$ cat src/rtl/sn_psg_core_if.sv
// rtl/sn_psg_core_if.sv - command-byte write port and audio outputs of the PSG core
interface sn_psg_core_if;
  logic       wr_en;
  logic [7:0] wr_data;
  logic [9:0] mix_out;
  logic       tick_out;

  modport master (output wr_en, wr_data, input mix_out, tick_out);
  modport slave  (input wr_en, wr_data, output mix_out, tick_out);
endinterface

$ cat src/rtl/sn_psg_core.sv
// rtl/sn_psg_core.sv - SN76489-compatible tone/noise generator with registered PCM mixer
// Define PSG_ATTN_LOG_EN to select the 2 dB/step attenuation table instead of linear volume.
module sn_psg_core #(
  parameter int NUM_TONES = 3,
  parameter int FREQ_BITS = 10,
  parameter int CLK_DIV   = 16
) (
  input  logic         clk,
  input  logic         reset,
  sn_psg_core_if.slave bus
);
  localparam int PW = $clog2(CLK_DIV);
  localparam int CW = FREQ_BITS + 1;
  localparam int TL = NUM_TONES - 1;

  logic [PW-1:0]        presc;
  logic                 tick;
  logic [1:0]           latch_ch;
  logic                 latch_type;
  logic [3:0]           attn [4];
  logic [FREQ_BITS-1:0] freq [NUM_TONES];
  logic [CW-1:0]        tcnt [NUM_TONES];
  logic [NUM_TONES-1:0] tstate;
  logic [NUM_TONES-1:0] t_wrap;
  logic [2:0]           ctrl;
  logic [14:0]          lfsr;
  logic [14:0]          lfsr_next;
  logic [6:0]           ncnt;
  logic [6:0]           nper;
  logic                 nclk;
  logic                 n_wrap;
  logic                 n_shift;
  logic [9:0]           mix;
  logic [9:0]           mix_sum;
  logic                 is_latch;
  logic [1:0]           w_ch;
  logic                 w_type;
  logic                 freq_wr;
  logic                 noise_wr;

  function automatic logic [7:0] vol(input logic [3:0] a);
`ifdef PSG_ATTN_LOG_EN
    case (a)
      4'd0:    vol = 8'd255;
      4'd1:    vol = 8'd203;
      4'd2:    vol = 8'd161;
      4'd3:    vol = 8'd128;
      4'd4:    vol = 8'd102;
      4'd5:    vol = 8'd81;
      4'd6:    vol = 8'd64;
      4'd7:    vol = 8'd51;
      4'd8:    vol = 8'd40;
      4'd9:    vol = 8'd32;
      4'd10:   vol = 8'd26;
      4'd11:   vol = 8'd20;
      4'd12:   vol = 8'd16;
      4'd13:   vol = 8'd13;
      4'd14:   vol = 8'd10;
      default: vol = 8'd0;
    endcase
`else
    // 17*(15-a) is the inverted nibble repeated in both halves of the byte
    vol = {~a, ~a};
`endif
  endfunction

  // A data byte targets whatever the most recent latch byte selected
  always_comb begin
    is_latch = bus.wr_data[7];
    w_ch     = is_latch ? bus.wr_data[6:5] : latch_ch;
    w_type   = is_latch ? bus.wr_data[4]   : latch_type;
    freq_wr  = bus.wr_en && !w_type && (int'(w_ch) < NUM_TONES);
    noise_wr = bus.wr_en && !w_type && (w_ch == 2'd3);
  end

  always_comb begin
    for (int i = 0; i < NUM_TONES; i++)
      t_wrap[i] = tick && (tcnt[i] <= CW'(1));
    case (ctrl[1:0])
      2'b00:   nper = 7'd16;
      2'b01:   nper = 7'd32;
      default: nper = 7'd64;
    endcase
    n_wrap  = tick && (ctrl[1:0] != 2'b11) && (ncnt <= 7'd1);
    n_shift = (ctrl[1:0] == 2'b11) ? (t_wrap[TL] && !tstate[TL]) : (n_wrap && !nclk);
    lfsr_next = {ctrl[2] ? (lfsr[0] ^ lfsr[1]) : lfsr[0], lfsr[14:1]};
    if (lfsr_next == 15'd0)
      lfsr_next = 15'h4000;
    mix_sum = lfsr[0] ? {2'b00, vol(attn[3])} : 10'd0;
    for (int i = 0; i < NUM_TONES; i++)
      if (tstate[i])
        mix_sum = mix_sum + {2'b00, vol(attn[i])};
  end

  always_ff @(posedge clk) begin
    if (reset) begin
      presc      <= '0;
      tick       <= 1'b0;
      latch_ch   <= 2'd0;
      latch_type <= 1'b0;
      for (int i = 0; i < 4; i++)
        attn[i] <= 4'hF;
      for (int i = 0; i < NUM_TONES; i++) begin
        freq[i] <= '0;
        tcnt[i] <= '0;
      end
      tstate <= '0;
      ctrl   <= 3'd0;
      lfsr   <= 15'h4000;
      ncnt   <= 7'd0;
      nclk   <= 1'b0;
      mix    <= 10'd0;
    end else begin
      tick  <= (presc == PW'(CLK_DIV - 1));
      presc <= (presc == PW'(CLK_DIV - 1)) ? '0 : presc + PW'(1);
      if (bus.wr_en && is_latch) begin
        latch_ch   <= bus.wr_data[6:5];
        latch_type <= bus.wr_data[4];
      end
      if (bus.wr_en && w_type)
        attn[w_ch] <= bus.wr_data[3:0];
      // Period writes land in freq only; the running counter picks them up at its next reload
      for (int i = 0; i < NUM_TONES; i++) begin
        if (t_wrap[i]) begin
          tcnt[i]   <= (freq[i] == '0) ? (CW'(1) << FREQ_BITS) : {1'b0, freq[i]};
          tstate[i] <= ~tstate[i];
        end else if (tick) begin
          tcnt[i] <= tcnt[i] - CW'(1);
        end
        if (freq_wr && (int'(w_ch) == i))
          freq[i] <= is_latch ? {freq[i][FREQ_BITS-1:4], bus.wr_data[3:0]}
                              : {bus.wr_data[FREQ_BITS-5:0], freq[i][3:0]};
      end
      if (n_wrap) begin
        ncnt <= nper;
        nclk <= ~nclk;
      end else if (tick && (ctrl[1:0] != 2'b11)) begin
        ncnt <= ncnt - 7'd1;
      end
      if (noise_wr) begin
        ctrl <= bus.wr_data[2:0];
        lfsr <= 15'h4000;
      end else if (n_shift) begin
        lfsr <= lfsr_next;
      end
      mix <= mix_sum;
    end
  end

  assign bus.mix_out  = mix;
  assign bus.tick_out = tick;
endmodule

$ cat src/flat_wrapper.sv
// flat-port wrapper written by rule: the top's interface ports become plain ports
module sn_psg_core_flat 
#(
  parameter int NUM_TONES = 3,
  parameter int FREQ_BITS = 10,
  parameter int CLK_DIV   = 16
)
  (clk, reset, bus_wr_en, bus_wr_data, bus_mix_out, bus_tick_out);
  sn_psg_core_if bus_i ();
  input  logic clk;
  input  logic reset;
  input wire logic [$bits(bus_i.wr_en)-1:0] bus_wr_en;
  input wire logic [$bits(bus_i.wr_data)-1:0] bus_wr_data;
  output wire logic [$bits(bus_i.mix_out)-1:0] bus_mix_out;
  output wire logic [$bits(bus_i.tick_out)-1:0] bus_tick_out;
  assign bus_i.wr_en = bus_wr_en;
  assign bus_i.wr_data = bus_wr_data;
  assign bus_mix_out = bus_i.mix_out;
  assign bus_tick_out = bus_i.tick_out;
  sn_psg_core #(.NUM_TONES(NUM_TONES), .FREQ_BITS(FREQ_BITS), .CLK_DIV(CLK_DIV)) u_core (.clk(clk), .reset(reset), .bus(bus_i));
endmodule
$ cat config.mk
export PLATFORM = sky130hd
export DESIGN_NAME = sn_psg_core_flat
export DESIGN_NICKNAME = d
export VERILOG_FILES = /design/src/rtl/sn_psg_core_if.sv /design/src/rtl/sn_psg_core.sv /design/src/flat_wrapper.sv
export SDC_FILE = /design/constraint.sdc
export NUM_CORES = 1
export LEC_CHECK = 0
export CAP_MARGIN = 40
export CORE_MARGIN = 8
export CORE_UTILIZATION = 45
export DETAILED_ROUTE_END_ITERATION = 7
export SYNTH_ARGS = -nofsm -noshare
export SYNTH_HDL_FRONTEND = slang
export SYNTH_SLANG_ARGS = --single-unit
$ cat constraint.sdc
create_clock -name clk -period 5.8 [get_ports clk]
set_input_delay 1.16 -clock clk [delete_from_list [all_inputs] [get_ports clk]]
set_output_delay 1.16 -clock clk [all_outputs]
set_load 0.1 [all_outputs]
After elaboration in Yosys (flattened, before gate mapping)
Memories as Yosys holds them, arrays and structs flattened.
Index checks and enable logic that the tools add are counted.
{ "word_totals": {"ff_bits": 47, "ram_bits": 79, "input_bits": 11, "memories": 3} }
{ "mem_list": {"columns": ["memory", "depth", "width", "read_ports", "rd_ports_with_merged_regs", "write_ports", "line", "source"], "rows": [
  ["u_core.tcnt", 3, 11, 3, 0, 3, "sn_psg_core.sv:22", "logic [CW-1:0] tcnt [NUM_TONES];"],
  ["u_core.freq", 3, 10, 3, 0, 3, "sn_psg_core.sv:21", "logic [FREQ_BITS-1:0] freq [NUM_TONES];"],
  ["u_core.attn", 4, 4, 4, 0, 4, "sn_psg_core.sv:20", "logic [3:0] attn [4];"]
]} }
{ "classes": {"addsub": 8, "magnitude_cmp": 5, "n_eq_ne": 7, "n_mux": 63, "bitwise_logic": 18, "n_reduce_logical": 28} }
{ "op_table": {"columns": ["cell", "n"], "rows": [
  ["$mux W11", 9],
  ["$mux W10", 9],
  ["$mux W1", 37],
  ["$le A11 B1 Y1 const B", 3],
  ["$sub A11 B1 Y11 const B", 3],
  ["$add A10 B8 Y10", 3],
  ["$logic_not A10 Y1", 3],
  ["$not A4 Y4", 4],
  ["$logic_and A1 B1 Y1", 15],
  ["$logic_not A15 Y1", 1],
  ["$mux W15", 1],
  ["$mux W7", 2],
  ["$pmux W7 S2", 1],
  ["$or A1 B1 Y1", 9],
  ["$eq A2 B2 Y1 const B", 4],
  ["$mux W8", 1],
  ["$le A7 B1 Y1 const B", 1],
  ["$sub A7 B1 Y7 const B", 1],
  ["$add A4 B1 Y4 const B", 1],
  ["$eq A4 B4 Y1 const B", 1],
  ["$logic_not A2 Y1", 2],
  ["$mux W2", 2],
  ["$mux W4", 1],
  ["$not A1 Y1", 4],
  ["other kinds (8)", 11]
]} }

Depth between registers and ports, before layout
Gate-level depths: netlist of the first run.
{ "depth": {"ltp_word": 9, "mapped_depth": 21, "mapped_depth_nobuf": 21} }

Worst setup path after synthesis of the first run
No wires, ideal clock.
{ "synth_timing": {"path_type": "register to register", "start": "reg u_core.lfsr[0]", "end": "reg u_core.mix[9] (netlist: u_core.bus.mix_out[9])", "setup_time_ns": 0.060, "t_arrival_ns": 4.314, "setup_slack_ns": 1.427, "stages_incl_launch_ff": 21, "n_path_buf": 1, "period_less_slack_ns": 4.373, "cell_sequence": "dfxtp_1 > nor2b_1 > ha_1 > buf_2 > a21o_1 > a31o_2 > a31o_1 > a2111oi_2 > nor2_1 > ha_1 > o21ai_0 > o21bai_1 > a21oi_1 > xnor2_1 > a211o_1 > ha_1 > a21oi_1 > o21ai_0 > a31o_2 > a311oi_1 > a41o_1"} }
{ "synth_between": {"elab_chain_cells": 7} }
{ "synth_lines": {"columns": ["item", "line", "source"], "rows": [
  ["start, declared", "sn_psg_core.sv:26", "logic [14:0] lfsr;"],
  ["start signal, assigned", "sn_psg_core.sv:144", "lfsr <= lfsr_next;"],
  ["$mux W8 (*)", "sn_psg_core.sv:89", "mix_sum = lfsr[0] ? {2'b00, vol(attn[3])} : 10'd0;"],
  ["$add A10 B8 Y10", "sn_psg_core.sv:92", "mix_sum = mix_sum + {2'b00, vol(attn[i])};"],
  ["$mux W10 (*)", "sn_psg_core.sv:91", "if (tstate[i])"],
  ["$add A10 B8 Y10", "sn_psg_core.sv:92", null],
  ["$mux W10 (*)", "sn_psg_core.sv:91", null],
  ["$add A10 B8 Y10", "sn_psg_core.sv:92", null],
  ["$mux W10 (*)", "sn_psg_core.sv:91", null],
  ["end signal, assigned", "sn_psg_core.sv:146", "mix <= mix_sum;"],
  ["end, declared", "sn_psg_core.sv:33", "logic [9:0] mix;"]
]} }
Every way passes the cells marked *; elsewhere a longest branch is shown, timed or not.
A chain may end at the register's enable or synchronous reset.

Worst setup path after layout of the first run
Same ends and word-level chain as after synthesis.

==> results of run 1 <==
## state kept, by name (all words and copies together), names as in the netlist, 2 cells and up
| signal | cells |
|---|---|
| u_core.attn | 16 |
| u_core.presc | 4 |
| u_core.ncnt | 7 |
| u_core.lfsr | 15 |
| u_core.tstate | 3 |
| u_core.tcnt | 33 |
| u_core.ctrl | 3 |
| u_core.latch_ch | 2 |
| u_core.bus.mix_out | 10 |
| u_core.freq | 30 |
## layout make-up
cell class / count / share of cell area (%)
clock buffer: 25 / 6.753
multi-input combinational: 521 / 41.62
inverter: 34 / 1.569
tap: 188 / 2.892
sequential: 126 / 40.73
clock inverter: 7 / 0.5538
timing repair buffer: 38 / 5.876
## routing by layer
metal | routed length (um) | global-route usage (%) | up-vias | part of all wire (%)
li1 | - | - | 2622 | -
met1 | 7555 | 21.32 | 2548 | 49
met2 | 7191 | 25.84 | 95 | 46
met3 | 513 | 3.534 | 23 | 3.3
met4 | 250 | 5.886 | 0 | 1.6
met5 | 0 | 0 | - | 0
## worst paths after layout
path | endpoint
setup / recovery | u_core.bus.mix_out[9]
hold / removal | u_core.ctrl[2]
setup reg to reg | u_core.bus.mix_out[9]
hold reg to reg | u_core.ctrl[2]
## logic make-up after synthesis
| kind of cell | after synthesis | share of synthesized area [%] |
|---|---|---|
| buffers and inverters | 64 | 3.722 |
| AO/OA/AOI/OAI | 142 | 14.26 |
| flip-flops | 126 | 47.62 |
| adder cells (fa/ha/maj) | 32 | 6.060 |
| multiplexers | 26 | 3.794 |
| XOR/XNOR | 49 | 6.168 |
| AND/OR/NAND/NOR | 272 | 18.38 |
## worst reg2reg max path: stages (launching register included)
cell,delay (ps)
dfxtp_1,450
nor2b_1,170
ha_1,350
a21o_1,250
a31o_2,230
a31o_1,250
a2111oi_2,330
nor2_1,100
ha_1,330
o21ai_0,280
o21bai_1,90
a21oi_1,190
xnor2_1,100
a211o_1,310
ha_1,330
a21oi_1,180
o21ai_0,130
a31o_2,280
a311oi_1,280
a41o_1,130
## report_power, final
group | switching (mW) | internal [mW] | total [mW]
clock network | 0.396 | 0.657 | 1.05
registers | 0.0208 | 0.979 | 1.00
logic | 0.0575 | 0.0301 | 0.0876
total | 0.474 | 1.67 | 2.14
## per-stage QoR
stage          area, um^2  worst slack [ps]  total power, mW  hold slack (ps)  instances
6_report             8134             989.1            2.140            460.2        939
3_3_place_gp         7310              1231            1.101            443.9        895
3_5_place_dp         7540              1032            1.105            457.3        907
5_1_grt              8134             593.0            2.203            494.9        939
4_1_cts              8134              1006            2.156            465.2        939
2_1_floorplan        6958              1427            1.071            435.7        711
## cell usage in the layout (no fill, tap or decap), types with 5 or more instances in the layout
cell type	instances
a211oi_1	33
a21o_1	6
a21oi_1	28
a31oi_1	5
and2_1	13
buf_4	5
buf_8	8
clkbuf_16	20
clkdlybuf4s50_1	21
dfxtp_1	47
edfxtp_1	79
ha_1	28
inv_1	34
mux2i_1	23
nand2_1	70
nand2b_1	7
nand3_1	11
nor2_1	101
nor2b_1	6
nor3_1	17
nor3b_1	6
nor4_1	17
o21ai_0	19
or3_1	5
xnor2_1	34
xor2_1	15
==> impl_metrics.tcl, run 1 <==
set metrics [dict create \
    cp_top_family "compound AO/OA/AOI/OAI gates" \
    die_area_mm2 0.01970 \
    power_density_mw_per_mm2 263.1 \
    overflow 0 \
    clk_path_buf_depth 2 \
    grt_pass1_vias 5185 \
    timing.rr.start "u_core.lfsr[0]" \
    crit_buf_inv 0 \
    synth_area_leaders "edfxtp_1 34%, dfxtp_1 14%, nor2_1 5.4%" \
    cp.required_ps 6150 \
    hpwl_um 11200 \
    drc_errors 0 \
    vias 5288 \
    worstSetupEndpointType "flop" \
    synth_seq_cells 126 \
    synth_top_area_cell "edfxtp_1" \
    syn-instance-count 711 \
    syn_nets 753 \
    max_slew_margin_pct 35.81 \
    ios 22 \
    die_h_um 140.3 \
    avgSynthCellArea_um2 9.786 \
    cts_hold_buf 0 \
    fin_crit_ps 4811 \
    root_buffer "clkbuf_16" \
    fin_crit_sh_pct 82.95 \
    tightest_slew_ps 958.7 \
    grt_util_all_layers_pct 16.25 \
    antenna_left 0 \
    drive_above_1_share_pct 8.256 \
    initial_utilization_pct 45.94 \
    critPathMaxStageDelay_ps 450 \
    path_depth 19 \
    arrival_ps 5170 \
    hold_violations 0 \
    max_freq_mhz 207.9 \
    cts_buffers 17 \
    clock_latency_ps 410 \
    reg2reg_slack_ps 990 \
    ys_warn_count 0 \
    status "finished, final reports clean" \
    crit_start "u_core.lfsr[0]" \
    grt_max_degree 40 \
    rsz0062_at_grt "no" \
    cts.sink_count 126 \
    yosys-top-cells-count "101 x nor2_1, 79 x edfxtp_1, 70 x nand2_1" \
    critPathKind "flop to flop" \
    routabilityCongestion 0.8903 \
    worstHoldPathType "flop to flop" \
    syn_area_mm2 0.006958 \
    area_growth_pct 16.90 \
    final_max_slew_viol_count 0 \
    nets 780 \
    core-area_mm2 0.01515 \
    antenna_cells 0 \
    wl_per_cell_um 16.52 \
    worstRegToRegCells 19 \
    synth_cell_types 69 \
    seq_area_mm2 0.003313 \
    synth_edf_count 79 \
    synth_top_area_share_pct 34.09 \
    seq_area_frac_synth_pct 47.62 \
    cts_tree "built" \
    ys_async_sr_fraction_pct 0 \
    clk_pin_slew_ps 60 \
    wirelength_um 15510 \
    cpMostUsedCell "ha_1" \
    synth_ff_type "edfxtp_1" \
    setup_tns_ps 0 \
    worstPathMaxFanout 10 \
    cts-htree-levels 4 \
    final_core_utilization_pct 53.71 \
    drt_iter0_drc 342 \
    dr.pass1.iters 4 \
    min_from "u_core.ctrl[2]" \
    hold_depth 2 \
    vias_per_cell 5.632 \
    multi_input_area_mm2 0.003386 \
    start_kind "flop" \
    skew_ps 4.663 \
    critPathSlowestCell "dfxtp_1" \
    grt_pass1_wl_um 25790 \
    fill_cells 1348 \
    cts_resized 0 \
    die_x_um 140.3 \
    post-cts-setup-buffers 0 \
    crit_path_cell_trace "nor2b_1 -> ha_1 -> a21o_1 -> a31o_2 -> a31o_1 -> a2111oi_2 -> nor2_1 -> ha_1 -> o21ai_0 -> o21bai_1 -> a21oi_1 -> xnor2_1 -> a211o_1 -> ha_1 -> a21oi_1 -> o21ai_0 -> a31o_2 -> a311oi_1 -> a41o_1" \
    grt_antenna_before_repair 0 \
    power.leakage_nw 3.047 \
    rows 45 \
    yosysMostFrequentCell "nor2_1" \
    maxCapViolCount 0 \
    irDropWorstVdd_v 0.0001990 \
    port_buffers 21 \
    setup_viol 0 \
]
No activity file was read; power rests on OpenSTA's default activity.
==> run 2: changes to the inputs <==
Clock period 5.8 ns to 4.7 ns, I/O delays scaled along.
==> run 2 against run 1 <==
  * Non-clock buffer count up 6
  * Clock skew up 4.1 ps
  * Via count up 0.93%
  * Register-to-register slack worse by 750 ps
  * Final area up 1.2%
  * Hold slack better by 6.3 ps
  * Critical path type unchanged
  * Count of clock-buffer cells in the layout down 7
  * Sequential cell count unchanged
  * Global-route usage down 0.26 points
  * Cell count up 0.64%
  * Fmax up 7.8%
  * Largest power group unchanged
  * Sequential power up 23%
==> impl_metrics.tcl, run 2 (synthesized netlist as in run 1, its figures left out) <==
set metrics [dict create \
    dpl_cell_area_mm2 0.007557 \
    critPathKind "flop to flop" \
    cts-htree-levels 4 \
    core-area_mm2 0.01515 \
    wl_met3_um 526 \
    worstHoldPathType "flop to flop" \
    cts_tree "built" \
    grt_pass1_vias 5132 \
    power_density_mw_per_mm2 331.4 \
    drive_above_1_share_pct 9.775 \
    final_core_utilization_pct 54.35 \
    maxUsedRoutingLayer "met4" \
    min_from "u_core.ctrl[2]" \
    whs_ps 466.6 \
    drt_iter0_drc 335 \
    grt_antenna_before_repair 0 \
    clk_pin_slew_ps 60 \
    drc_errors 0 \
    power.leakage_nw 3.090 \
    dr.pass1.iters 5 \
    crit_path_cell_trace "nor2b_1 -> ha_1 -> a21o_1 -> a31o_2 -> a31o_1 -> a2111oi_4 -> nor2_1 -> ha_2 -> a211oi_2 -> o21bai_1 -> a21oi_1 -> xnor2_1 -> a211o_1 -> ha_1 -> a21oi_2 -> o21ai_0 -> a31o_2 -> a311oi_1 -> a41o_1" \
    rsz0062_at_grt "no" \
    arrival_ps 4820 \
    cp_top_family "compound AO/OA/AOI/OAI gates" \
    worstPathMaxFanout 5 \
    setup_tns_ps 0 \
    irDropWorstVdd_v 0.0002252 \
    initial_utilization_pct 45.94 \
    grt_pass1_wl_um 25530 \
    worstSetupEndpointType "flop" \
    root_buffer "clkbuf_16" \
    tightest_slew_ps 907.4 \
    dr_wl_met2_um 7058 \
    skew_ps 8.717 \
    wirelength_um 15340 \
    max_freq_mhz 224.0 \
    die_h_um 140.3 \
    cp.required_ps 5050 \
    wl_per_cell_um 16.24 \
    port_buffers 21 \
    final_max_slew_viol_count 0 \
    nets 786 \
    rows 45 \
    largest_reg_flops 33 \
    hpwl_um 10940 \
    overflow 0 \
    grt_util_all_layers_pct 15.99 \
    die_x_um 140.3 \
    start_kind "flop" \
    crit_buf_inv 0 \
    setup_viol 0 \
    final_cell_mix "101 x nor2_1, 79 x edfxtp_1, 70 x nand2_1" \
    status "finished, final reports clean" \
    fin_crit_sh_pct 94.99 \
    clk_path_buf_depth 2 \
    ios 22 \
    top_register "u_core.tcnt" \
    die_area_mm2 0.01970 \
    clock_latency_ps 420 \
    maxCapViolCount 0 \
    routabilityCongestion 0.8677 \
    fin_crit_ps 4464 \
    cts_buffers 17 \
    reg.largest.list "u_core.tcnt (33), u_core.freq (30), u_core.attn (16)" \
    layout_commonest_cell "nor2_1" \
    timing.rr.start "u_core.lfsr[0]" \
    power_mw 2.728 \
    critPathSlowestCell "dfxtp_2" \
    vias_per_cell 5.648 \
    grt_max_degree 39 \
    cts.sink_count 126 \
    antenna_left 0 \
    area_growth_pct 18.31 \
    antenna_cells 0 \
    critPathMaxStageDelay_ps 340 \
    max_slew_margin_pct 39.24 \
    wl_met1_um 7490 \
    crit_start "u_core.lfsr[0]" \
    hold_violations 0 \
    final_area_mm2 0.008232 \
    vias 5337 \
]
==> run 2: changes by cell type in the layout (fill, tap and decap cells not counted), moves of 3 or more <==
| cell | delta |
|---|---|
| buf_4 | +6 |
| bufinv_16 | +4 |
| clkbuf_16 | -3 |
| clkbuf_8 | -3 |
==> run 2: timing repair <==
item | CTS | global route
hold buffers | 0 | 0
gates resized for setup | 0 | 9
endpoints found under the hold margin | 0 | 0
setup endpoints to repair | 0 | 2
setup buffers | 0 | 2
==> run 2: power breakdown <==
group          leakage, nW  internal (mW)  total [mW]  switching (mW)
clock                0.296          0.888        1.39           0.498
sequential            1.14           1.21        1.23          0.0252
combinational         1.65         0.0376       0.108          0.0706
==> run 2: through the flow <==
stage                     setup WS [ps]  instances
after floorplan                   326.5        711
after global placement            328.6        899
after detailed placement          139.4        911
after CTS                         100.6        943
after global routing              14.07        945
final                             235.7        945
==> run 2: final timing paths <==
path / cells past startpoint / to / slack, ps
worst max-delay path: 19 / u_core.bus.mix_out[9] / 240
worst min-delay path: 2 / u_core.ctrl[2] / 470
worst max register to register: 19 / u_core.bus.mix_out[9] / 240
worst min register to register: 2 / u_core.ctrl[2] / 470
==> run 2: worst min-delay path, cell delays in order, from the launching register on <==
cell	delay (ps)
dfxtp_1	310
nand2_1	50
a21oi_1	50
==> run 2: layer usage <==
metal  up-vias  track usage [%]
met5         -                0
met2       129            25.10
met1      2539            21.09
li1       2645                -
met4         0            6.629
met3        24            3.228
==> run 2: final cells by class <==
type	count	area, um^2
clock buffer	18	429.2
clock inverter	14	191.4
fill	1304	6914
inverter	34	127.6
multi-input combinational	521	3423
sequential	126	3314
tap	188	235.2
timing repair buffer	44	510.5
==> run 3: changes to the inputs <==
Settings changed: CTS_BUF_LIST set to sky130_fd_sc_hd__clkbuf_8.
==> run 3 against run 2 <==
  * Clock skew increased by 1.4 ps
  * Routed wire length decreased by 0.73%
  * Final area decreased by 2.3%
  * First-iteration DRC count decreased by 6.9%
  * Largest cell class unchanged
==> impl_metrics.tcl, run 3 (synthesized netlist as in run 1, its figures left out) <==
set metrics [dict create \
    status "finished, final reports clean" \
    max_freq_mhz 224.1 \
    grtUsageMet2_pct 24.85 \
    clk_path_buf_depth 2 \
    nets 786 \
    power_density_mw_per_mm2 294.3 \
    whs_ps 469.0 \
    met3_usage_pct 3.228 \
    wirelength_um 15230 \
    setup_viol 0 \
    maxCapViolCount 0 \
    final_cell_mix "101 x nor2_1, 79 x edfxtp_1, 70 x nand2_1" \
    max_slew_margin_pct 39.20 \
    setup_tns_ps 0 \
    start_kind "flop" \
    ios 22 \
    routabilityCongestion 0.8677 \
    antenna_left 0 \
    reg2reg_slack_ps 240 \
    critPathMaxStageDelay_ps 350 \
    worstPathMaxFanout 5 \
    cts_tree "built" \
    drc_errors 0 \
    grt_antenna_before_repair 0 \
    tightest_slew_ps 908.1 \
    initial_utilization_pct 45.94 \
    wl_per_cell_um 16.12 \
    grt_pass1_vias 5092 \
    cp_top_family "compound AO/OA/AOI/OAI gates" \
    vias_per_cell 5.625 \
    cts_hold_buf 0 \
    rsz0062_at_grt "no" \
    die_x_um 140.3 \
    overflow 0 \
    drt_iter0_drc 312 \
    worstHoldPathType "flop to flop" \
    layout_commonest_cell "nor2_1" \
    fin_crit_sh_pct 94.94 \
    cp.required_ps 5080 \
    worstSetupEndpointType "flop" \
    antenna_cells 0 \
    crit_buf_inv 0 \
    top_register "u_core.tcnt" \
    clock_latency_ps 440 \
    met1_usage_pct 20.97 \
    cts.sink_count 126 \
    setup_ws_ps 237.9 \
    critPathKind "flop to flop" \
    hold_violations 0 \
    drive_above_1_share_pct 9.775 \
    grt_pass1_wl_um 25280 \
    reg.largest.list "u_core.tcnt (33), u_core.freq (30), u_core.attn (16)" \
    grt_max_degree 39 \
    crit_path_cell_trace "nor2b_1 -> ha_1 -> a21o_1 -> a31o_2 -> a31o_1 -> a2111oi_4 -> nor2_1 -> ha_2 -> a211oi_2 -> o21bai_1 -> a21oi_1 -> xnor2_1 -> a211o_1 -> ha_1 -> a21oi_2 -> o21ai_0 -> a31o_2 -> a311oi_1 -> a41o_1" \
    fin_crit_ps 4462 \
    dr.pass1.iters 5 \
    critPathSlowestCell "dfxtp_2" \
    grt_most_used_layer "met2" \
    root_buffer "clkbuf_8" \
    clk_pin_slew_ps 80 \
    vias 5316 \
    final_max_slew_viol_count 0 \
    rows 45 \
    port_buffers 21 \
    irDropWorstVdd_v 0.0001564 \
    cts_buffers 17 \
    largest_reg_flops 33 \
    die_area_mm2 0.01970 \
    grt_util_all_layers_pct 15.81 \
    core-area_mm2 0.01515 \
    place_ws_ps 139.4 \
    cts-htree-levels 4 \
    hpwl_um 10940 \
    die_h_um 140.3 \
    power.leakage_nw 3.007 \
    skew_ps 10.11 \
    power_mw 2.367 \
    area_growth_pct 15.55 \
    final_core_utilization_pct 53.09 \
    arrival_ps 4840 \
]
[run 3: changes by cell type in the layout (fill, tap and decap cells not counted), sizes merged]
cell,change
inv,+1
clkbuf,-1
[run 3: report_power, final]
part	internal, mW	leakage [nW]	total [mW]	switching [mW]
logic	0.0376	1.65	0.108	0.0703
registers	1.21	1.14	1.23	0.0248
clock network	0.576	0.213	1.03	0.451
total	1.82	3.01	2.37	0.546
[run 3: worst paths after layout]
check	startpoint	endpoint	cells after the start
max	u_core.lfsr[0]	u_core.bus.mix_out[9]	19
min	u_core.ctrl[2]	u_core.ctrl[2]	2
max reg2reg	u_core.lfsr[0]	u_core.bus.mix_out[9]	19
min reg2reg	u_core.ctrl[2]	u_core.ctrl[2]	2
[run 3: per-stage QoR]
step,instance area (um^2),std cells
floorplan,6958,711
global placement,7340,899
detailed placement,7557,911
CTS,7986,943
global route,8040,945
finish,8040,945
[run 3: repair_timing]
item                       CTS  global route
resized for setup            0             9
setup endpoints to repair    0             2
buffers inserted             0             2
[run 3: layout make-up]
cell class | instances | area, um^2
multi-input cells | 521 | 3423
clock inverters | 15 | 195.2
flip-flops and latches | 126 | 3314
clock buffers | 17 | 234.0
well taps | 188 | 235.2
repair buffers | 44 | 510.5
inverters | 34 | 127.6
fillers | 1327 | 7106
[run 3: tightest hold or removal path, stage by stage, from the launching register on]
cell and delay [ps]:
dfxtp_1 320, nand2_1 50, a21oi_1 50
[run 3: routing by layer]
layer  wire (um)  share of wire [%]  vias up
met5           0                  0        -
met4         270                1.8        0
met3         690                4.5       26
met2        6955                 46      135
met1        7314                 48     2511
li1            -                  -     2644
